[config.mk]
export PLATFORM = sky130hd
export DESIGN_NAME = zone_alarm_ctrl
export DESIGN_NICKNAME = d
export VERILOG_FILES = /design/src/rtl/zone_alarm_ctrl.sv
export SDC_FILE = /design/constraint.sdc
export NUM_CORES = 1
export LEC_CHECK = 0
export ABC_AREA = 1
export CAP_MARGIN = 20
export CORE_MARGIN = 2
export CORE_UTILIZATION = 51
export CTS_CLUSTER_DIAMETER = 100
export DETAILED_ROUTE_END_ITERATION = 6
export GPL_ROUTABILITY_DRIVEN = 0
export PLACE_DENSITY = 0.81
export SKIP_CTS_REPAIR_TIMING = 1
export SLEW_MARGIN = 20
export SYNTH_ARGS = -nofsm -noshare
export SYNTH_HDL_FRONTEND = slang
export SYNTH_SLANG_ARGS = --single-unit
[constraint.sdc]
create_clock -name clk -period 2.3 [get_ports clk]
set_clock_uncertainty 0.05 [all_clocks]
set_input_delay 0.23 -clock clk [delete_from_list [all_inputs] [get_ports clk]]
set_output_delay 0.23 -clock clk [all_outputs]
set_load 0.05 [all_outputs]
[src/rtl/zone_alarm_ctrl.sv]
// Multi-zone sequential alarm controller: arm/disarm, entry delay on masked
// zones, time-limited siren with auto re-arm. All outputs are registered.
module zone_alarm_ctrl #(
  parameter int                 N_ZONES     = 4,
  parameter logic [N_ZONES-1:0] DELAY_MASK  = 4'b0001,
  parameter int                 ENTRY_DELAY = 8,
  parameter int                 SIREN_TIME  = 16
) (
  input  logic               clk,
  input  logic               reset,
  input  logic               arm,
  input  logic               disarm,
  input  logic               panic,
  input  logic [N_ZONES-1:0] zone_trip,
  output logic               armed,
  output logic               pending,
  output logic               siren,
  output logic               arm_fault,
  output logic [N_ZONES-1:0] zone_latch,
  output logic [1:0]         state
);

  localparam int MAX_T = (ENTRY_DELAY > SIREN_TIME) ? ENTRY_DELAY : SIREN_TIME;
  localparam int CW    = $clog2(MAX_T + 1);
  localparam logic [CW-1:0] ENTRY_LOAD = CW'(ENTRY_DELAY - 1);
  localparam logic [CW-1:0] SIREN_LOAD = CW'(SIREN_TIME - 1);

  typedef enum logic [1:0] {
    DISARMED = 2'b00,
    ARMED    = 2'b01,
    PENDING  = 2'b10,
    ALARM    = 2'b11
  } stateT;

  stateT               curState, nextState;
  logic [CW-1:0]       cnt, nextCnt;
  logic                nextFault;
  logic [N_ZONES-1:0]  nextLatch;
  logic                inst, dly;

  assign inst  = |(zone_trip & ~DELAY_MASK);
  assign dly   = |(zone_trip & DELAY_MASK);
  assign state = curState;

  always_comb begin
    nextState = curState;
    nextCnt   = cnt;
    nextFault = 1'b0;
    if (panic) begin
      nextState = ALARM;
      nextCnt   = SIREN_LOAD;
    end else if (disarm) begin
      nextState = DISARMED;
      nextCnt   = '0;
    end else begin
      case (curState)
        DISARMED: begin
          if (arm) begin
            if (zone_trip == '0) nextState = ARMED;
            else                 nextFault = 1'b1;
          end
        end
        ARMED: begin
          if (inst) begin
            nextState = ALARM;
            nextCnt   = SIREN_LOAD;
          end else if (dly) begin
            nextState = PENDING;
            nextCnt   = ENTRY_LOAD;
          end
        end
        PENDING: begin
          // an instant zone cuts the entry delay short; further delayed trips do not restart it
          if (inst || cnt == '0) begin
            nextState = ALARM;
            nextCnt   = SIREN_LOAD;
          end else begin
            nextCnt = cnt - CW'(1);
          end
        end
        ALARM: begin
          if (cnt == '0) begin
            nextState = ARMED;
            nextCnt   = '0;
          end else begin
            nextCnt = cnt - CW'(1);
          end
        end
        default: begin
          nextState = DISARMED;
          nextCnt   = '0;
        end
      endcase
    end
    nextLatch = (nextState == DISARMED) ? '0 : (zone_latch | zone_trip);
  end

  always_ff @(posedge clk or posedge reset) begin
    if (reset) begin
      curState   <= DISARMED;
      cnt        <= '0;
      arm_fault  <= 1'b0;
      zone_latch <= '0;
      armed      <= 1'b0;
      pending    <= 1'b0;
      siren      <= 1'b0;
    end else begin
      curState   <= nextState;
      cnt        <= nextCnt;
      arm_fault  <= nextFault;
      zone_latch <= nextLatch;
      armed      <= (nextState != DISARMED);
      pending    <= (nextState == PENDING);
      siren      <= (nextState == ALARM);
    end
  end

endmodule
# ---- Yosys cells after proc, flatten, opt, wreduce, memory -nomap -nowiden
# Index checks and enable logic that the tools add are counted.
dict set report totals {
  regBits 15
  latchBits 0
  mem_bits_rw 0
  mem_bits_ro 0
  inputBits 9
  output_inout_bits 10
  wordCells 46
  memories 0
}
dict set report op_classes {
  addsub 1
  mul 0
  div_mod_pow 0
  n_lt_le_gt_ge 0
  eq_ne 6
  shift 0
  muxes 22
  bitwise 1
  reduce_logical 9
}
# op n
set op_table {}
lappend op_table {{two-way mux 5 bit} 6}
lappend op_table {{two-way mux 2 bit} 8}
lappend op_table {{case mux 5 bit (3 select lines)} 1}
lappend op_table {{equality test 2 bit (second input constant)} 4}
lappend op_table {{case mux 2 bit (4 select lines)} 1}
lappend op_table {{logical NOT 5 bit} 1}
lappend op_table {{two-way mux 1 bit} 5}
lappend op_table {{!= test 5 bit (second input constant)} 1}
lappend op_table {{nonzero test 5 bit} 1}
lappend op_table {{subtractor 5 x 1 -> 5 bit (second input constant)} 1}
lappend op_table {{logical NOT 2 bit} 2}
lappend op_table {{logical NOT 4 bit} 1}
lappend op_table {{two-way mux 4 bit} 1}
lappend op_table {{OR 4 bit} 1}
lappend op_table {{OR reduction 3 bit} 1}
lappend op_table {{equality test 2 x 1 -> 1 bit (second input constant)} 1}
lappend op_table {{AND reduction 2 bit} 1}
lappend op_table {{nonzero test 2 bit} 1}
lappend op_table {{logical OR 1 bit} 1}

# ---- Logic depth before layout (Yosys ltp)
# Gate-level depths: netlist of the first run.
dict set report logic_depth {
  depth_word 8
  depth_mapped 10
  mapped_depth_nobuf 10
}

# ---- Worst setup path before layout of the first run
# No wires, ideal clock.
dict set report synth_timing {
  path_type {reg2reg}
  startpoint {register curState[1], in the netlist state[1]}
  endpoint {register zone_latch[0]}
  setup_time_ns 0.119
  arrival_time_ns 1.480
  required_time_ns 2.131
  path_slack_ns 0.651
  stages_incl_launch_ff 8
  n_path_buf 1
  period_less_slack_ns 1.649
  cell_sequence {dfrtp_1 -> buf_2 -> nand2_1 -> o21ai_2 -> nor2_1 -> nor2_4 -> nand2_4 -> o21a_1}
}
dict set report synth_via {
  elab_chain_len 7
  elab_cells_between_ends 15
  classes_between {eq/ne (3); mux (10); reduce/logical (2)}
}
# item line_no
set synth_rtl {}
lappend synth_rtl {{start, declared} 35} ;# stateT curState, nextState;
lappend synth_rtl {{start signal, assigned} 108} ;# curState <= nextState;
lappend synth_rtl {{two-way mux 2 bit (on tied branches)} {67, 59}}
lappend synth_rtl {{two-way mux 2 bit (on tied branches)} {64, 58}}
lappend synth_rtl {{case mux 2 bit (4 select lines) *} 56} ;# case (curState)
lappend synth_rtl {{two-way mux 2 bit *} 52} ;# end else if (disarm) begin
lappend synth_rtl {{two-way mux 2 bit *} 49} ;# if (panic) begin
lappend synth_rtl {{logical NOT 2 bit *} 95} ;# nextLatch = (nextState == DISARMED) ? '0 : (zone_latch | zone_trip);
lappend synth_rtl {{two-way mux 4 bit *} 95}
lappend synth_rtl {{via nextLatch[0]} 38} ;# logic [N_ZONES-1:0] nextLatch;
lappend synth_rtl {{end signal, assigned} 111} ;# zone_latch <= nextLatch;
lappend synth_rtl {{end, declared} 19} ;# output logic [N_ZONES-1:0] zone_latch,
# Mark *: on every way through the listed nets, which the timed path passes. The rest lies on a longest branch.
# A chain may end at the register's enable or synchronous reset.

# ---- Worst setup path in the final report of the first run
dict set report layout_timing {
  startpoint {register curState[1], in the netlist state[1]}
  endpoint {output state[1]}
}
# item line_no
set layout_lines {}
lappend layout_lines {{end, declared} 20} ;# output logic [1:0] state
# No word-level cell between the ends.

==> results of run 1 <==
## layer usage
metal,part of all wire,track usage
met1,0.43,0.284
met2,0.47,0.315
met5,0,0
met3,0.074,0.0490
met4,0.019,0.109
## cell type report
type	instances	area, µm²
sequential	15	375
clock buffer	4	26.3
inverter	19	71.3
timing repair buffer	18	180
fill	123	470
multi-input combinational	72	380
tap	16	20.0
## state kept, by name, indices dropped and copies added (netlist names)
signal and cells:
siren 1, state 2, pending 1, armed 1, arm_fault 1, cnt 5, zone_latch 4
## worst max path at each step
stage / startpoint / to / slack, ns / cells past startpoint
floorplan: state[1]$_DFF_PP0_ / zone_latch[0]$_DFF_PP0_ / 0.65 / 7
global placement: zone_trip[3] / zone_latch[2]$_DFF_PP0_ / 0.57 / 8
detailed placement: zone_trip[3] / zone_latch[3]$_DFF_PP0_ / 0.50 / 8
finish: state[1]$_DFF_PP0_ / state[1] / 0.33 / 1
global route: state[1]$_DFF_PP0_ / state[1] / 0.28 / 1
CTS: state[1]$_DFF_PP0_ / state[1] / 0.33 / 1
## power by group
part | switching, mW | total [mW] | internal [mW] | leakage, nW
Combinational | 0.116 | 0.182 | 0.0656 | 0.330
Clock | 0.0841 | 0.152 | 0.0675 | 0.0150
Sequential | 0.0167 | 0.300 | 0.284 | 0.168
Total | 0.217 | 0.634 | 0.417 | 0.513
## logic make-up after synthesis
group	count (synthesis)
and+or+nand+nor	55
buffers and inverters	20
AOI/OAI and AO/OA	15
DFF	15
xor gates and xnor gates	1
adders and majority gates	1
## cell usage in the layout, fill, tap and decap left out, types with 2 or more instances in the layout
master / instances
sky130_fd_sc_hd__o21ai_0: 3
sky130_fd_sc_hd__clkbuf_4: 3
sky130_fd_sc_hd__dfrtp_1: 15
sky130_fd_sc_hd__nand3_1: 6
sky130_fd_sc_hd__inv_2: 2
sky130_fd_sc_hd__nor2_1: 14
sky130_fd_sc_hd__nand2_1: 26
sky130_fd_sc_hd__o21a_1: 4
sky130_fd_sc_hd__inv_1: 17
sky130_fd_sc_hd__clkdlybuf4s50_1: 18
sky130_fd_sc_hd__nand2_2: 2
sky130_fd_sc_hd__nand3_2: 2
sky130_fd_sc_hd__a21oi_1: 5
## per-stage QoR
| stage | cells | util | hold slack [ns] |
|---|---|---|---|
| detailed placement | 140 | 0.674 | 0.418 |
| global route | 144 | 0.691 | 0.330 |
| global placement | 140 | 0.674 | 0.412 |
| floorplan | 107 | - | 0.0815 |
| CTS | 144 | 0.691 | 0.248 |
| finish | 144 | 0.691 | 0.239 |
==> impl_metrics.prom, run 1 <==
# TYPE chip_impl_metric gauge
chip_impl_metric{name="io_buffers",unit=""} 18
chip_impl_metric{name="mappedNetlistNets",unit=""} 117
chip_impl_metric{name="detail_route.vias_per_cell",unit=""} 5.19
chip_impl_metric{name="syn-cell-area",unit="µm²"} 832
chip_impl_info{name="end_kind",value="output port"} 1
chip_impl_metric{name="timing.critical_path.required",unit="ns"} 2.02
chip_impl_metric{name="postPlaceCellArea",unit="µm²"} 1030
chip_impl_metric{name="drv_slew",unit=""} 0
chip_impl_metric{name="finish.net_count",unit=""} 139
chip_impl_info{name="rr_endpoint",value="zone_latch[3]$_DFF_PP0_"} 1
chip_impl_info{name="ys_dominant_reg_cell",value="sky130_fd_sc_hd__dfrtp_1"} 1
chip_impl_metric{name="placement_rows",unit=""} 14
chip_impl_metric{name="count_of_pins_on_the_block_boundary",unit=""} 19
chip_impl_metric{name="critical_path.max_fanout",unit=""} 10
chip_impl_info{name="yosysTopAreaCell",value="sky130_fd_sc_hd__dfrtp_1"} 1
chip_impl_metric{name="power_density",unit="nW/µm²"} 602
chip_impl_metric{name="reg2regPathDepth",unit=""} 8
chip_impl_metric{name="synth-simple-area-share",unit=""} 0.316
chip_impl_metric{name="synth_cells",unit=""} 107
chip_impl_info{name="yosysMostFrequentCell",value="sky130_fd_sc_hd__nand2_1"} 1
chip_impl_info{name="run_status",value="finished clean"} 1
chip_impl_info{name="cts_tree",value="done"} 1
chip_impl_metric{name="final-setup-viol-count",unit=""} 0
chip_impl_metric{name="grt_first_pass_wirelength",unit="mm"} 2.97
chip_impl_metric{name="timing.final.ws_setup",unit="ns"} 0.330
chip_impl_metric{name="first_iter_violations",unit=""} 33
chip_impl_metric{name="floorplan.die.height",unit="µm"} 44.4
chip_impl_metric{name="ratio_of_final_minimum_period_to_clock_period",unit=""} 0.857
chip_impl_metric{name="clock_tree.buffer_depth",unit=""} 2
chip_impl_metric{name="worst_ir_drop_vdd",unit="mV"} 0.522
chip_impl_metric{name="p_total",unit="µW"} 634
chip_impl_metric{name="post_route_cells_drive_above_1_share",unit=""} 0.117
chip_impl_metric{name="worst_skew_pair.late_latency",unit="ns"} 0.28
chip_impl_info{name="critPathTopFamily",value="buffers and inverters"} 1
chip_impl_info{name="regToRegStartpoint",value="cnt[0]$_DFFE_PP0P_"} 1
chip_impl_metric{name="dp_worst_setup_slack",unit="ns"} 0.501
chip_impl_metric{name="cts.htree.levels",unit=""} 1
chip_impl_metric{name="power.static_leakage",unit="nW"} 0.513
chip_impl_metric{name="vias",unit=""} 747
chip_impl_info{name="cp-start-kind",value="flip-flop"} 1
chip_impl_metric{name="globalRoute.totalOverflow",unit=""} 0
chip_impl_metric{name="antenna_violations_before_repair",unit=""} 0
chip_impl_metric{name="finish.instance_area",unit="µm²"} 1050
chip_impl_metric{name="initial_core_utilization",unit=""} 0.546
chip_impl_metric{name="finalHoldViolCount",unit=""} 0
chip_impl_metric{name="maxSlewHeadroom",unit=""} 0.625
chip_impl_metric{name="n_antenna_cell",unit=""} 0
chip_impl_metric{name="yosys_register_bits",unit=""} 15
chip_impl_metric{name="synth-edff-count",unit=""} 0
chip_impl_metric{name="synth_top_area_share",unit=""} 0.451
chip_impl_metric{name="timing.critical_path.arrival",unit="ns"} 1.69
chip_impl_metric{name="areaGrowthSynthToFinish",unit="%"} 26.6
chip_impl_metric{name="grt_pass1_vias",unit=""} 697
chip_impl_metric{name="die_area",unit="µm²"} 1970
chip_impl_metric{name="drc_errors",unit=""} 0
chip_impl_metric{name="standard_cell_core_area",unit="µm²"} 1520
chip_impl_metric{name="synthXorXnorAreaFrac",unit=""} 0.0105
chip_impl_metric{name="synth_compound_area_frac",unit=""} 0.116
chip_impl_metric{name="layout_min_cycle_time",unit="ns"} 1.97
chip_impl_metric{name="max-cap-violations",unit=""} 0
chip_impl_metric{name="ff2ff_setup_slack",unit="ns"} 0.67
chip_impl_metric{name="drtAntennaViolNets",unit=""} 0
chip_impl_info{name="crit_chain",value="clkdlybuf4s50_1"} 1
chip_impl_metric{name="cts.sink_count",unit=""} 15
chip_impl_metric{name="critPathBufInv",unit=""} 1
chip_impl_metric{name="postSynth.asyncResetShare",unit=""} 1.00
chip_impl_metric{name="syn-mean-instance-area",unit="µm²"} 7.78
chip_impl_info{name="cts_root_buffer",value="sky130_fd_sc_hd__clkbuf_4"} 1
chip_impl_metric{name="grt_start_max_net_pins",unit=""} 16
chip_impl_metric{name="tightest_slew",unit="ns"} 0.562
chip_impl_metric{name="post_synth_fa_ha_maj_area_fraction",unit=""} 0.0150
chip_impl_metric{name="count_of_tritonroute_iterations_in_the_first_routing_pass",unit=""} 6
chip_impl_info{name="timing.critical_path.slowest_stage_cell",value="sky130_fd_sc_hd__clkdlybuf4s50_1"} 1
chip_impl_metric{name="synth_warnings",unit=""} 0
chip_impl_info{name="yosys-top-cells-count",value="sky130_fd_sc_hd__nand2_1, sky130_fd_sc_hd__inv_1, sky130_fd_sc_hd__dfrtp_1"} 1
chip_impl_info{name="path_class",value="reg2out"} 1
chip_impl_metric{name="synth.area.mux_share",unit=""} 0
chip_impl_metric{name="synth.lib_cells_used.distinct",unit=""} 22
chip_impl_metric{name="die_x",unit="µm"} 44.4
chip_impl_metric{name="post_detailed_route_wirelength_per_cell",unit="µm"} 12.0
chip_impl_info{name="synth_top_cells_by_area",value="sky130_fd_sc_hd__dfrtp_1, sky130_fd_sc_hd__nand2_1, sky130_fd_sc_hd__inv_1"} 1
chip_impl_metric{name="achievable-frequency",unit="MHz"} 508
chip_impl_info{name="rsz0062_at_grt",value="no"} 1
chip_impl_metric{name="fraction_of_the_yosys_area_taken_by_sequential_cells",unit=""} 0.451
chip_impl_metric{name="grt.total_usage",unit=""} 0.210
chip_impl_metric{name="cts.reportedPaths.clkPinSlew",unit="ns"} 0.09
chip_impl_metric{name="final_wirelength",unit="mm"} 1.73
chip_impl_metric{name="slowest_delay",unit="ns"} 0.87
chip_impl_info{name="hold_path_class",value="in2async"} 1
chip_impl_info{name="synth_top_family_by_area",value="simple AND/OR/NAND/NOR gates"} 1
chip_impl_metric{name="detailedPlacementHpwl",unit="mm"} 1.36
chip_impl_metric{name="totalNegativeSetupSlack",unit="ns"} 0
chip_impl_metric{name="numCtsBuffers",unit=""} 3
Power figures use the tool's default switching activity.
==> run 2: changes to the inputs <==
--- a/config.mk
+++ b/config.mk
@@ -8,11 +8,12 @@
 export ABC_AREA = 1
 export CAP_MARGIN = 20
 export CORE_MARGIN = 2
-export CORE_UTILIZATION = 51
+export CORE_UTILIZATION = 48
+export CTS_BUF_LIST = sky130_fd_sc_hd__clkbuf_16
 export CTS_CLUSTER_DIAMETER = 100
 export DETAILED_ROUTE_END_ITERATION = 6
 export GPL_ROUTABILITY_DRIVEN = 0
-export PLACE_DENSITY = 0.81
+export PLACE_DENSITY = 0.77
 export SKIP_CTS_REPAIR_TIMING = 1
 export SLEW_MARGIN = 20
 export SYNTH_ARGS = -nofsm -noshare
==> constraint.sdc (replaced) <==
create_clock -name clk -period 2.14 [get_ports clk]
set_clock_uncertainty 0.05 [all_clocks]
set_input_delay 0.214 -clock clk [delete_from_list [all_inputs] [get_ports clk]]
set_output_delay 0.214 -clock clk [all_outputs]
set_load 0.005 [all_outputs]
==> run 2 against run 1 <==
  * Design area is 5.1% higher
  * Register-to-register slack worse by 0.18 ns
  * Die area is 5.7% higher
  * Worst setup slack better by 0.16 ns
  * Sequential cell count stayed put
  * Sequential power is 8.7% higher
  * Critical path depth is 7 higher
  * First-iteration DRC count is 18% lower
  * Global-route usage is 1.4 points higher
  * Largest cell class unchanged
  * Largest power group is now clock
==> impl_metrics.prom, run 2 (synthesized netlist as in run 1, its figures left out) <==
# TYPE chip_impl_metric gauge
chip_impl_metric{name="power.net_switching",unit="µW"} 197
chip_impl_metric{name="count_of_pins_on_the_block_boundary",unit=""} 19
chip_impl_metric{name="worst_ir_drop_vdd",unit="mV"} 0.503
chip_impl_metric{name="cts.reportedPaths.clkPinSlew",unit="ns"} 0.05
chip_impl_metric{name="power.share.clock",unit=""} 0.426
chip_impl_metric{name="die_area",unit="µm²"} 2080
chip_impl_metric{name="achievable-frequency",unit="MHz"} 605
chip_impl_info{name="critical_path.startpoint",value="cnt[0]$_DFFE_PP0P_"} 1
chip_impl_metric{name="clock_tree.buffer_depth",unit=""} 2
chip_impl_metric{name="count_of_tritonroute_iterations_in_the_first_routing_pass",unit=""} 4
chip_impl_metric{name="drc_errors",unit=""} 0
chip_impl_metric{name="standard_cell_core_area",unit="µm²"} 1670
chip_impl_metric{name="critical_path.max_fanout",unit=""} 5
chip_impl_metric{name="worst_hold_slack",unit="ns"} 0.283
chip_impl_metric{name="final-setup-viol-count",unit=""} 0
chip_impl_metric{name="post_detailed_route_wirelength_per_cell",unit="µm"} 13.4
chip_impl_metric{name="grt_pass1_vias",unit=""} 703
chip_impl_metric{name="postPlaceCellArea",unit="µm²"} 1030
chip_impl_metric{name="power_density",unit="nW/µm²"} 741
chip_impl_info{name="setup.worst_path.end",value="zone_latch[0]$_DFF_PP0_"} 1
chip_impl_info{name="rr_endpoint",value="zone_latch[0]$_DFF_PP0_"} 1
chip_impl_metric{name="proportion_of_total_power_due_to_net_switching",unit=""} 0.241
chip_impl_metric{name="detailedPlacementHpwl",unit="mm"} 1.46
chip_impl_metric{name="layoutNonFillerInstCount",unit=""} 145
chip_impl_metric{name="tightest_slew",unit="ns"} 0.550
chip_impl_info{name="regToRegStartpoint",value="cnt[0]$_DFFE_PP0P_"} 1
chip_impl_info{name="hold_path_class",value="in2async"} 1
chip_impl_metric{name="maxSlewHeadroom",unit=""} 0.633
chip_impl_metric{name="globalRoute.totalOverflow",unit=""} 0
chip_impl_metric{name="initial_core_utilization",unit=""} 0.498
chip_impl_metric{name="areaGrowthSynthToFinish",unit="%"} 33.1
chip_impl_metric{name="n_antenna_cell",unit=""} 0
chip_impl_metric{name="vias",unit=""} 761
chip_impl_metric{name="io_buffers",unit=""} 18
chip_impl_info{name="run_status",value="finished clean"} 1
chip_impl_metric{name="filler_cell_count",unit=""} 132
chip_impl_metric{name="drtAntennaViolNets",unit=""} 0
chip_impl_info{name="max_flop_register",value="cnt"} 1
chip_impl_metric{name="placed_cells",unit=""} 141
chip_impl_info{name="rsz0062_at_grt",value="no"} 1
chip_impl_metric{name="multi_input_area",unit="µm²"} 380
chip_impl_metric{name="final_wirelength",unit="mm"} 1.95
chip_impl_metric{name="timing.critical_path.arrival",unit="ns"} 1.73
chip_impl_metric{name="power.static_leakage",unit="nW"} 0.540
chip_impl_metric{name="largest_register_ffs",unit=""} 5
chip_impl_metric{name="detail_route.vias_per_cell",unit=""} 5.25
chip_impl_metric{name="layout_min_cycle_time",unit="ns"} 1.65
chip_impl_metric{name="seq_area",unit="µm²"} 375
chip_impl_metric{name="post_route_cells_drive_above_1_share",unit=""} 0.117
chip_impl_metric{name="cts.htree.levels",unit=""} 1
chip_impl_metric{name="use_met1",unit=""} 0.295
chip_impl_metric{name="worst_skew_pair.late_latency",unit="ns"} 0.24
chip_impl_metric{name="grt.total_usage",unit=""} 0.224
chip_impl_metric{name="cts.sink_count",unit=""} 15
chip_impl_metric{name="max-cap-violations",unit=""} 0
chip_impl_info{name="cts_root_buffer",value="sky130_fd_sc_hd__clkbuf_16"} 1
chip_impl_metric{name="comb_power_share",unit=""} 0.177
chip_impl_metric{name="sequential_group_share_of_total_power",unit=""} 0.397
chip_impl_metric{name="die_x",unit="µm"} 45.6
chip_impl_metric{name="floorplan.die.height",unit="µm"} 45.6
chip_impl_metric{name="finish.net_count",unit=""} 139
chip_impl_info{name="grt_busiest_layer",value="met2"} 1
chip_impl_metric{name="first_iter_violations",unit=""} 27
chip_impl_metric{name="grt_start_max_net_pins",unit=""} 16
chip_impl_metric{name="grt_first_pass_wirelength",unit="mm"} 3.23
chip_impl_info{name="layout_commonest_cell",value="sky130_fd_sc_hd__nand2_1"} 1
chip_impl_metric{name="antenna_violations_before_repair",unit=""} 0
chip_impl_info{name="cp-start-kind",value="flip-flop"} 1
chip_impl_metric{name="intPower",unit="µW"} 623
chip_impl_metric{name="placement_rows",unit=""} 15
chip_impl_metric{name="finish.instance_area",unit="µm²"} 1110
chip_impl_metric{name="globalRouteMet3Util",unit=""} 0.0635
chip_impl_info{name="cts_tree",value="done"} 1
chip_impl_metric{name="finalHoldViolCount",unit=""} 0
chip_impl_metric{name="ff2ff_setup_slack",unit="ns"} 0.49
chip_impl_info{name="path_class",value="reg2reg"} 1
chip_impl_metric{name="numCtsBuffers",unit=""} 3
chip_impl_info{name="mostFrequentLayoutCells",value="sky130_fd_sc_hd__nand2_1, sky130_fd_sc_hd__inv_1, sky130_fd_sc_hd__clkdlybuf4s50_1"} 1
chip_impl_metric{name="drv_slew",unit=""} 0
chip_impl_metric{name="p_total",unit="µW"} 821
chip_impl_metric{name="ratio_of_final_minimum_period_to_clock_period",unit=""} 0.772
chip_impl_metric{name="timing.critical_path.required",unit="ns"} 2.22
chip_impl_info{name="end_kind",value="flip-flop"} 1
chip_impl_metric{name="global_route.usage.met2",unit=""} 0.346
chip_impl_metric{name="totalNegativeSetupSlack",unit="ns"} 0
chip_impl_metric{name="reg2regPathDepth",unit=""} 8
run 2: metal layers:
layer,vias up,part of all wire
met3,4,0.054
met5,-,0
met2,25,0.50
met4,0,0.013
met1,360,0.44
li1,372,-
run 2: worst max-delay path: stages (launching register included):
cell and delay, ns:
sky130_fd_sc_hd__dfrtp_1 0.37, sky130_fd_sc_hd__inv_1 0.14, sky130_fd_sc_hd__ha_1 0.25, sky130_fd_sc_hd__nand3_2 0.17
sky130_fd_sc_hd__o21ai_2 0.15, sky130_fd_sc_hd__nor2_1 0.09, sky130_fd_sc_hd__nor2_4 0.14, sky130_fd_sc_hd__nand2_4 0.08
sky130_fd_sc_hd__o21a_1 0.11
run 2: how the worst min path moves through the flow:
stage | start | endpoint
3_3_place_gp | zone_latch[2]$_DFF_PP0_ | zone_latch[2]$_DFF_PP0_
4_1_cts | reset | pending$_DFF_PP0_
3_5_place_dp | zone_latch[1]$_DFF_PP0_ | zone_latch[1]$_DFF_PP0_
2_1_floorplan | reset | arm_fault$_DFF_PP0_
5_1_grt | reset | zone_latch[2]$_DFF_PP0_
6_report | reset | pending$_DFF_PP0_
run 2: power groups by stage:
stage	clock, mW	sequential [mW]	combinational (mW)
floorplan	0	0.325	0.0796
global placement	0	0.328	0.142
detailed placement	0	0.329	0.144
CTS	0.352	0.325	0.146
global route	0.367	0.328	0.161
finish	0.350	0.326	0.146
run 2: stage by stage:
stage           util  worst slack, ns
4_1_cts        0.663            0.494
6_report       0.663            0.487
3_3_place_gp   0.616            0.420
3_5_place_dp   0.616            0.379
2_1_floorplan      -            0.686
5_1_grt        0.663            0.331
run 2: cell type report:
class,count,share of cell area
Tap cell,17,0.0192
Clock buffer,3,0.0678
Multi-Input combinational cell,72,0.344
Clock inverter,1,0.00339
Sequential cell,15,0.339
Timing Repair Buffer,18,0.163
Inverter,19,0.0644
==> run 3: changes to the inputs <==
--- a/config.mk
+++ b/config.mk
@@ -8,12 +8,12 @@
 export ABC_AREA = 1
 export CAP_MARGIN = 20
 export CORE_MARGIN = 2
-export CORE_UTILIZATION = 48
+export CORE_UTILIZATION = 43
 export CTS_BUF_LIST = sky130_fd_sc_hd__clkbuf_16
 export CTS_CLUSTER_DIAMETER = 100
 export DETAILED_ROUTE_END_ITERATION = 6
 export GPL_ROUTABILITY_DRIVEN = 0
-export PLACE_DENSITY = 0.77
+export PLACE_DENSITY = 0.73
 export SKIP_CTS_REPAIR_TIMING = 1
 export SLEW_MARGIN = 20
 export SYNTH_ARGS = -nofsm -noshare
==> constraint.sdc (replaced) <==
create_clock -name clk -period 1.45 [get_ports clk]
set_clock_uncertainty 0.05 [all_clocks]
set_input_delay 0.145 -clock clk [delete_from_list [all_inputs] [get_ports clk]]
set_output_delay 0.145 -clock clk [all_outputs]
set_load 0.005 [all_outputs]
==> run 3 against run 2 <==
  * The flow now finishes with violations (negative setup slack)
  * Design area grew 19%
  * Count of clock-buffer cells in the layout is the same
  * Global-route usage grew 0.68 points
  * First-iteration DRC count shrank 70%
  * Final cell count grew 18%
  * Sequential share of layout area shrank 5.1 points
  * Power grew 59%
  * Hold slack lost 0.13 ns
  * Largest power group unchanged
==> impl_metrics.prom, run 3 (synthesized netlist as in run 1, its figures left out) <==
# TYPE chip_impl_metric gauge
chip_impl_metric{name="worst_ir_drop_vdd",unit="mV"} 0.803
chip_impl_metric{name="grt_pass1_vias",unit=""} 796
chip_impl_metric{name="largest_register_ffs",unit=""} 5
chip_impl_info{name="hold_path_class",value="in2async"} 1
chip_impl_metric{name="final_wirelength",unit="mm"} 2.44
chip_impl_metric{name="power_density",unit="nW/µm²"} 994
chip_impl_metric{name="grt_start_max_net_pins",unit=""} 16
chip_impl_metric{name="count_of_pins_on_the_block_boundary",unit=""} 19
chip_impl_metric{name="standard_cell_core_area",unit="µm²"} 1760
chip_impl_metric{name="post_route_cells_drive_above_1_share",unit=""} 0.301
chip_impl_metric{name="worst_skew_pair.late_latency",unit="ns"} 0.25
chip_impl_metric{name="finalHoldViolCount",unit=""} 0
chip_impl_metric{name="detailedPlacementHpwl",unit="mm"} 1.60
chip_impl_metric{name="worst_hold_slack",unit="ns"} 0.156
chip_impl_metric{name="globalRoute.totalOverflow",unit=""} 0
chip_impl_metric{name="layout_min_cycle_time",unit="ns"} 1.49
chip_impl_info{name="cp-start-kind",value="flip-flop"} 1
chip_impl_metric{name="reg2regPathDepth",unit=""} 8
chip_impl_metric{name="timing.critical_path.arrival",unit="ns"} 1.57
chip_impl_metric{name="placement_rows",unit=""} 15
chip_impl_metric{name="cts.reportedPaths.clkPinSlew",unit="ns"} 0.05
chip_impl_metric{name="first_iter_violations",unit=""} 8
chip_impl_metric{name="final-setup-viol-count",unit=""} 5
chip_impl_metric{name="timing.critical_path.required",unit="ns"} 1.53
chip_impl_metric{name="p_total",unit="mW"} 1.31
chip_impl_metric{name="max-cap-violations",unit=""} 0
chip_impl_metric{name="critical_path.max_fanout",unit=""} 5
chip_impl_metric{name="post_detailed_route_wirelength_per_cell",unit="µm"} 14.3
chip_impl_metric{name="die_x",unit="µm"} 48.0
chip_impl_metric{name="drc_errors",unit=""} 0
chip_impl_info{name="mostFrequentLayoutCells",value="sky130_fd_sc_hd__nand2_1, sky130_fd_sc_hd__clkdlybuf4s50_1, sky130_fd_sc_hd__buf_4"} 1
chip_impl_metric{name="grt.total_usage",unit=""} 0.230
chip_impl_metric{name="n_antenna_cell",unit=""} 0
chip_impl_metric{name="cts.sink_count",unit=""} 15
chip_impl_info{name="path_class",value="reg2reg"} 1
chip_impl_info{name="cts_root_buffer",value="sky130_fd_sc_hd__clkbuf_16"} 1
chip_impl_metric{name="layoutNonFillerInstCount",unit=""} 171
chip_impl_metric{name="drv_slew",unit=""} 0
chip_impl_metric{name="postPlaceCellArea",unit="µm²"} 1140
chip_impl_metric{name="timing.final.ws_setup",unit="ns"} -0.0357
chip_impl_metric{name="detail_route.vias_per_cell",unit=""} 5.00
chip_impl_metric{name="ratio_of_final_minimum_period_to_clock_period",unit=""} 1.02
chip_impl_info{name="run_status",value="complete, but fails checks"} 1
chip_impl_metric{name="cts.htree.levels",unit=""} 1
chip_impl_metric{name="clock_tree.buffer_depth",unit=""} 2
chip_impl_metric{name="placed_cells",unit=""} 162
chip_impl_info{name="cts_tree",value="done"} 1
chip_impl_info{name="rsz0062_at_grt",value="yes"} 1
chip_impl_metric{name="grt_first_pass_wirelength",unit="mm"} 3.48
chip_impl_metric{name="count_of_tritonroute_iterations_in_the_first_routing_pass",unit=""} 4
chip_impl_metric{name="vias",unit=""} 855
chip_impl_metric{name="tightest_slew",unit="ns"} 0.206
chip_impl_metric{name="maxSlewHeadroom",unit=""} 0.862
chip_impl_metric{name="achievable-frequency",unit="MHz"} 673
chip_impl_metric{name="floorplan.die.height",unit="µm"} 48.0
chip_impl_metric{name="power.static_leakage",unit="nW"} 0.628
chip_impl_metric{name="io_buffers",unit=""} 18
chip_impl_metric{name="finish.net_count",unit=""} 157
chip_impl_info{name="layout_commonest_cell",value="sky130_fd_sc_hd__nand2_1"} 1
chip_impl_info{name="end_kind",value="flip-flop"} 1
chip_impl_metric{name="numCtsBuffers",unit=""} 3
chip_impl_info{name="failed_checks",value="negative setup slack"} 1
chip_impl_metric{name="drtAntennaViolNets",unit=""} 0
chip_impl_metric{name="areaGrowthSynthToFinish",unit="%"} 57.9
chip_impl_metric{name="die_area",unit="µm²"} 2300
chip_impl_info{name="max_flop_register",value="cnt"} 1
chip_impl_metric{name="antenna_violations_before_repair",unit=""} 0
chip_impl_metric{name="finish.instance_area",unit="µm²"} 1310
chip_impl_metric{name="initial_core_utilization",unit=""} 0.472
[run 3: final cells by class]
class,instances,area (µm²)
well taps,25,31.3
multi-input cells,72,438
repair buffers,36,315
clock buffers,3,75.1
fillers,142,450
flip-flops and latches,15,378
clock inverters,1,5.00
inverters,19,71.3
[run 3: where the power goes]
part	total (mW)	switching, mW	internal, mW
combinational	0.291	0.142	0.149
sequential	0.480	0.0278	0.453
clock	0.534	0.166	0.368
total	1.31	0.336	0.969
[run 3: worst max-delay path, stage by stage (launching register included)]
cell	delay (ns)
sky130_fd_sc_hd__dfrtp_1	0.39
sky130_fd_sc_hd__inv_2	0.08
sky130_fd_sc_hd__ha_4	0.15
sky130_fd_sc_hd__nand3_4	0.10
sky130_fd_sc_hd__o21ai_4	0.19
sky130_fd_sc_hd__nor2_4	0.06
sky130_fd_sc_hd__nor2_4	0.16
sky130_fd_sc_hd__nand2_4	0.08
sky130_fd_sc_hd__o21a_1	0.11
[run 3: final timing paths]
path | to | slack (ns) | start
worst max-delay path | zone_latch[3]$_DFF_PP0_ | -0.04 | cnt[1]$_DFFE_PP0P_
worst min-delay path | zone_latch[2]$_DFF_PP0_ | 0.16 | reset
worst max register to register | zone_latch[3]$_DFF_PP0_ | -0.04 | cnt[1]$_DFFE_PP0P_
worst min register to register | zone_latch[2]$_DFF_PP0_ | 0.42 | zone_latch[2]$_DFF_PP0_
max in group asynchronous | state[0]$_DFF_PP0_ | 1.01 | reset
min in group clk | zone_latch[2]$_DFF_PP0_ | 0.42 | zone_latch[2]$_DFF_PP0_
[run 3: layer usage]
layer / GRT usage / vias to the layer above / routed length [µm]
li1: - / 409 / -
met1: 0.307 / 417 / 1060
met2: 0.333 / 22 / 1220
met3: 0.0566 / 7 / 92
met4: 0.146 / 0 / 58
met5: 0 / - / 0
[run 3: per-stage QoR]
stage | utilization | setup WS, ns | TNS, ns
6_report | 0.745 | -0.0357 | -0.131
3_3_place_gp | 0.645 | -0.147 | -1.33
3_5_place_dp | 0.645 | -0.208 | -2.04
5_1_grt | 0.745 | -0.0960 | -0.511
4_1_cts | 0.691 | -0.103 | -0.294
2_1_floorplan | - | 0.00638 | 0
==> edit 1 (flow settings as in run 2) <==
Register the input `panic` before use, with the module's reset. The logic sees it one clock later. The other inputs are not delayed to match.
--- a/src/rtl/zone_alarm_ctrl.sv
+++ b/src/rtl/zone_alarm_ctrl.sv
@@ -33,4 +33,14 @@
   } stateT;
 
+  logic panic_q;
+
+  always_ff @(posedge clk or posedge reset) begin
+    if (reset) begin
+      panic_q <= '0;
+    end else begin
+      panic_q <= panic;
+    end
+  end
+
   stateT               curState, nextState;
   logic [CW-1:0]       cnt, nextCnt;
@@ -47,5 +57,5 @@
     nextCnt   = cnt;
     nextFault = 1'b0;
-    if (panic) begin
+    if (panic_q) begin
       nextState = ALARM;
       nextCnt   = SIREN_LOAD;
Function: changed (Yosys sat finds a counterexample within 4 cycles, from zero or initial values and one cycle with reset high).
==> edit 1 against run 2 <==
Setup slack better by 44 ps; count of clock-buffer cells in the layout stayed put; global-route usage is 0.37 points higher; wire length is 0.31% higher; sequential cell count is 1 higher; power is 2.3% higher; area after synthesis is 3.0% higher; first-iteration DRC count is 15% higher; final area is 3.3% higher; largest power group unchanged; highest routed layer unchanged.
==> edit 1: results (changes against run 2) <==
multi-input combinational cell count=85 (+18%); total instance count after detailed placement=165 (+17%); met1 demand-to-capacity share in global routing=30.52% (+0.98 points); top cells by count, synth=sky130_fd_sc_hd__nand2_1, sky130_fd_sc_hd__nor2_1, sky130_fd_sc_hd__inv_1; top cells by area in the synthesized netlist=sky130_fd_sc_hd__dfrtp_1, sky130_fd_sc_hd__nand2_1, sky130_fd_sc_hd__nor2_1; register share of total power=40.9% (+1.2 points); Synth Area in XOR/XNOR=1.022% (-0.031 points); maximum resistive drop on vdd=0.0006086 V (+21%); number of fillers in the final layout=147 (+11%); combinational power=141 uW (-3%); wire length of the first global-routing pass=3387 um (+4.9%); worst-margin pin slew=602.4 ps (+52.42 ps); DR WL met3=71 um (-32%); signal buffers share of area=15.75% (-0.52 points); Synth Area in Adders=1.460% (-0.044 points); Core Region=0.001708 mm^2 (+2.2%); proportion of cell area occupied by registers=35.01% (+1.1 points); arrival time at the worst endpoint=1690 ps (-40 ps); highest fanout seen on the critical path=4 (-1); fraction of final layout cells sized beyond drive strength 1=8.392% (-3.3 points); post-route met1 wirelength=876 um (+3.2%); total internal power=635.0 uW (+1.9%); clock-cell share of area=6.565% (-0.55 points); global routing usage summed across all routing layers=22.72% (+0.37 points); inverters=21 (+2); number of violations reported at the end of detailed-routing iteration 0=31 (+15%); area used by multi-input combinational logic=377.9 um^2 (-0.66%); dpl cell area=0.001069 mm^2 (+3.9%); global routing usage on met3=3.922% (-2.4 points); proportion of synthesized chip area in sequential cells=46.72% (+1.6 points); run status=finished, final reports clean; area fraction in compound gates after synthesis=3.504% (-8.1 points); sum of net half-perimeters after detailed placement=1458 um (-0.16%); DP Worst Slack=448.5 ps (+69.00 ps); number of non-filler instances in the completed layout=168 (+16%); syn_area_per_cell=7.025 um^2 (-9.7%); Routed wire per std cell=11.63 um (-13%); net count of the mapped netlist=132 (+13%); Vias=783 (+2.9%); # H-tree levels=1 (unchanged); leakage power of the design=0.5906 nW (+9.3%); distinct cell type count after synthesis=16 (-27%); area occupied by registers=400.4 um^2 (+6.7%); vias in the first global route=786 (+12%); met2 track demand over resource=37.22% (+2.6 points)
[edit 1: cell types whose count changed after synthesis, moves of 2 or more]
cell                      change
sky130_fd_sc_hd__o21ai_0      -2
sky130_fd_sc_hd__nor2_1       +6
sky130_fd_sc_hd__inv_1        +2
sky130_fd_sc_hd__nand2_1     +16
sky130_fd_sc_hd__nor2_2       +3
sky130_fd_sc_hd__o21ai_1      +2
sky130_fd_sc_hd__o21a_1       -4
sky130_fd_sc_hd__a21oi_1      -2
[edit 1: worst paths after layout]
kind / start / endpoint / slack [ps] / cells past startpoint
max: cnt[0] / cnt[2] / 530 / 9
min: reset / panic_q / 290 / 2
max reg2reg: cnt[0] / cnt[2] / 530 / 9
min reg2reg: zone_latch[2] / zone_latch[2] / 460 / 2
max in group asynchronous: reset / armed / 1360 / 2
min in group clk: panic / panic_q / 360 / 1
==> edit 2 (flow settings as in run 2) <==
Without the edit above. `N_ZONES`: 4 -> 3.
--- a/src/rtl/zone_alarm_ctrl.sv
+++ b/src/rtl/zone_alarm_ctrl.sv
@@ -2,5 +2,5 @@
 // zones, time-limited siren with auto re-arm. All outputs are registered.
 module zone_alarm_ctrl #(
-  parameter int                 N_ZONES     = 4,
+  parameter int                 N_ZONES     = 3,
   parameter logic [N_ZONES-1:0] DELAY_MASK  = 4'b0001,
   parameter int                 ENTRY_DELAY = 8,
Interface: changed (resized zone_latch and zone_trip); port bits go from 19 to 17. No check against the original RTL was run, so the function may have changed too.
==> edit 2 against run 2 <==
Synthesized cell count decreased by 4.7%; area after synthesis decreased by 9.3%; wire length decreased by 16%; sequential share of layout area increased by 0.67 points; sequential cell count decreased by 1; final area decreased by 8.5%; power decreased by 5.5%; setup slack improved by 84 ps; critical path depth unchanged; critical path type unchanged.
==> edit 2: results (changes against run 2) <==
top-area cell type share of the netlist area=46.43% (+1.3 points); global routing usage on met3=5.000% (-1.3 points); endpoint of the lowest-slack register-to-register path=zone_latch[1]; CP peak stage delay=340 ps (-30 ps); clock-cell share of area=7.778% (+0.66 points); proportion of synthesized chip area in sequential cells=46.43% (+1.3 points); sum of net half-perimeters after detailed placement=1218 um (-17%); WL met2=852 um (-12%); r2r startpoint=cnt[0]; Top FF cell, synth=sky130_fd_sc_hd__dfrtp_1; number of buffers on the longest clock path=2 (unchanged); highest fanout seen on the critical path=4 (-1); FF-to-FF setup slack=570 ps (+80 ps); net count of the mapped netlist=111 (-5.1%); Initial DRT Pass Iterations=4 (unchanged); maximum resistive drop on vdd=0.0005679 V (+13%); vias in the first global route=677 (-3.7%); worst reg2reg path depth=8 (unchanged); proportion of cell area occupied by registers=34.57% (+0.67 points); number of non-filler instances in the completed layout=138 (-4.8%); signal buffers share of area=15.80% (-0.47 points); distinct cell type count after synthesis=17 (-23%); register share of total power=38.9% (-0.8 points); largest net degree at the start of global routing=15 (-1); # diodes=0 (unchanged); met1 demand-to-capacity share in global routing=26.09% (-3.5 points); post-route met1 wirelength=658 um (-22%); layout buffer count excluding clock buffers=16 (-2); routed wire length=1627 um (-16%); fraction of area in multi-input gates=33.58% (-0.77 points); leakage power of the design=0.4978 nW (-7.9%); met2 track demand over resource=33.24% (-1.4 points); number of violations reported at the end of detailed-routing iteration 0=30 (+11%); headroom to the max-slew limit=64.33% (+1.0 points); Setup crit start kind=flop; total instance count after detailed placement=134 (-5.0%); max reg flops=5 (unchanged); DR WL met3=99 um (-5.7%); multi-input combinational cell count=71 (-1.4%); global routing usage summed across all routing layers=20.56% (-1.8 points); number of fillers in the final layout=123 (-6.8%); top cells by area in the synthesized netlist=sky130_fd_sc_hd__dfrtp_1, sky130_fd_sc_hd__nand2_1, sky130_fd_sc_hd__inv_1; flip-flop and latch count after synthesis=14 (-1); Vias=727 (-4.5%); number of I/O port buffers=16 (-2); worst hold path type=primary input to asynchronous set/reset pin; inverters=17 (-2); top cells by count, synth=sky130_fd_sc_hd__nand2_1, sky130_fd_sc_hd__inv_1, sky130_fd_sc_hd__nor2_1; combinational power=126 uW (-14%); arrival time at the worst endpoint=1640 ps (-90 ps); fraction of final layout cells sized beyond drive strength 1=8.197% (-3.5 points); run status=finished, final reports clean; wire length of the first global-routing pass=2829 um (-12%); syn_area_per_cell=7.397 um^2 (-4.9%); switching power=183.5 uW (-7.1%)
[edit 2: cells by family (layout without fill, tap and decap cells)]
family / after synthesis / count (layout) / synth area share (%)
AO/OA/AOI/OAI: 11 / 11 / 7.462
XOR/XNOR: 1 / 1 / 1.161
adder cells (fa/ha/maj): 1 / 1 / 1.658
buffers and inverters: 17 / 37 / 8.458
flip-flops: 14 / 14 / 46.44
AND/OR/NAND/NOR: 58 / 58 / 34.83
[edit 2: per-stage QoR]
step | hold slack (ps) | utilization [%] | power [mW] | area [um^2] | setup slack, ps
floorplan | 53.22 | - | 0.3729 | 754.5 | 766.4
global placement | 444.0 | 62.77 | 0.4284 | 934.6 | 528.6
detailed placement | 452.8 | 62.77 | 0.4314 | 934.6 | 443.4
CTS | 302.5 | 68.07 | 0.7900 | 1013 | 559.8
global route | 348.7 | 68.07 | 0.8182 | 1013 | 417.3
finish | 273.8 | 68.07 | 0.7757 | 1013 | 570.8
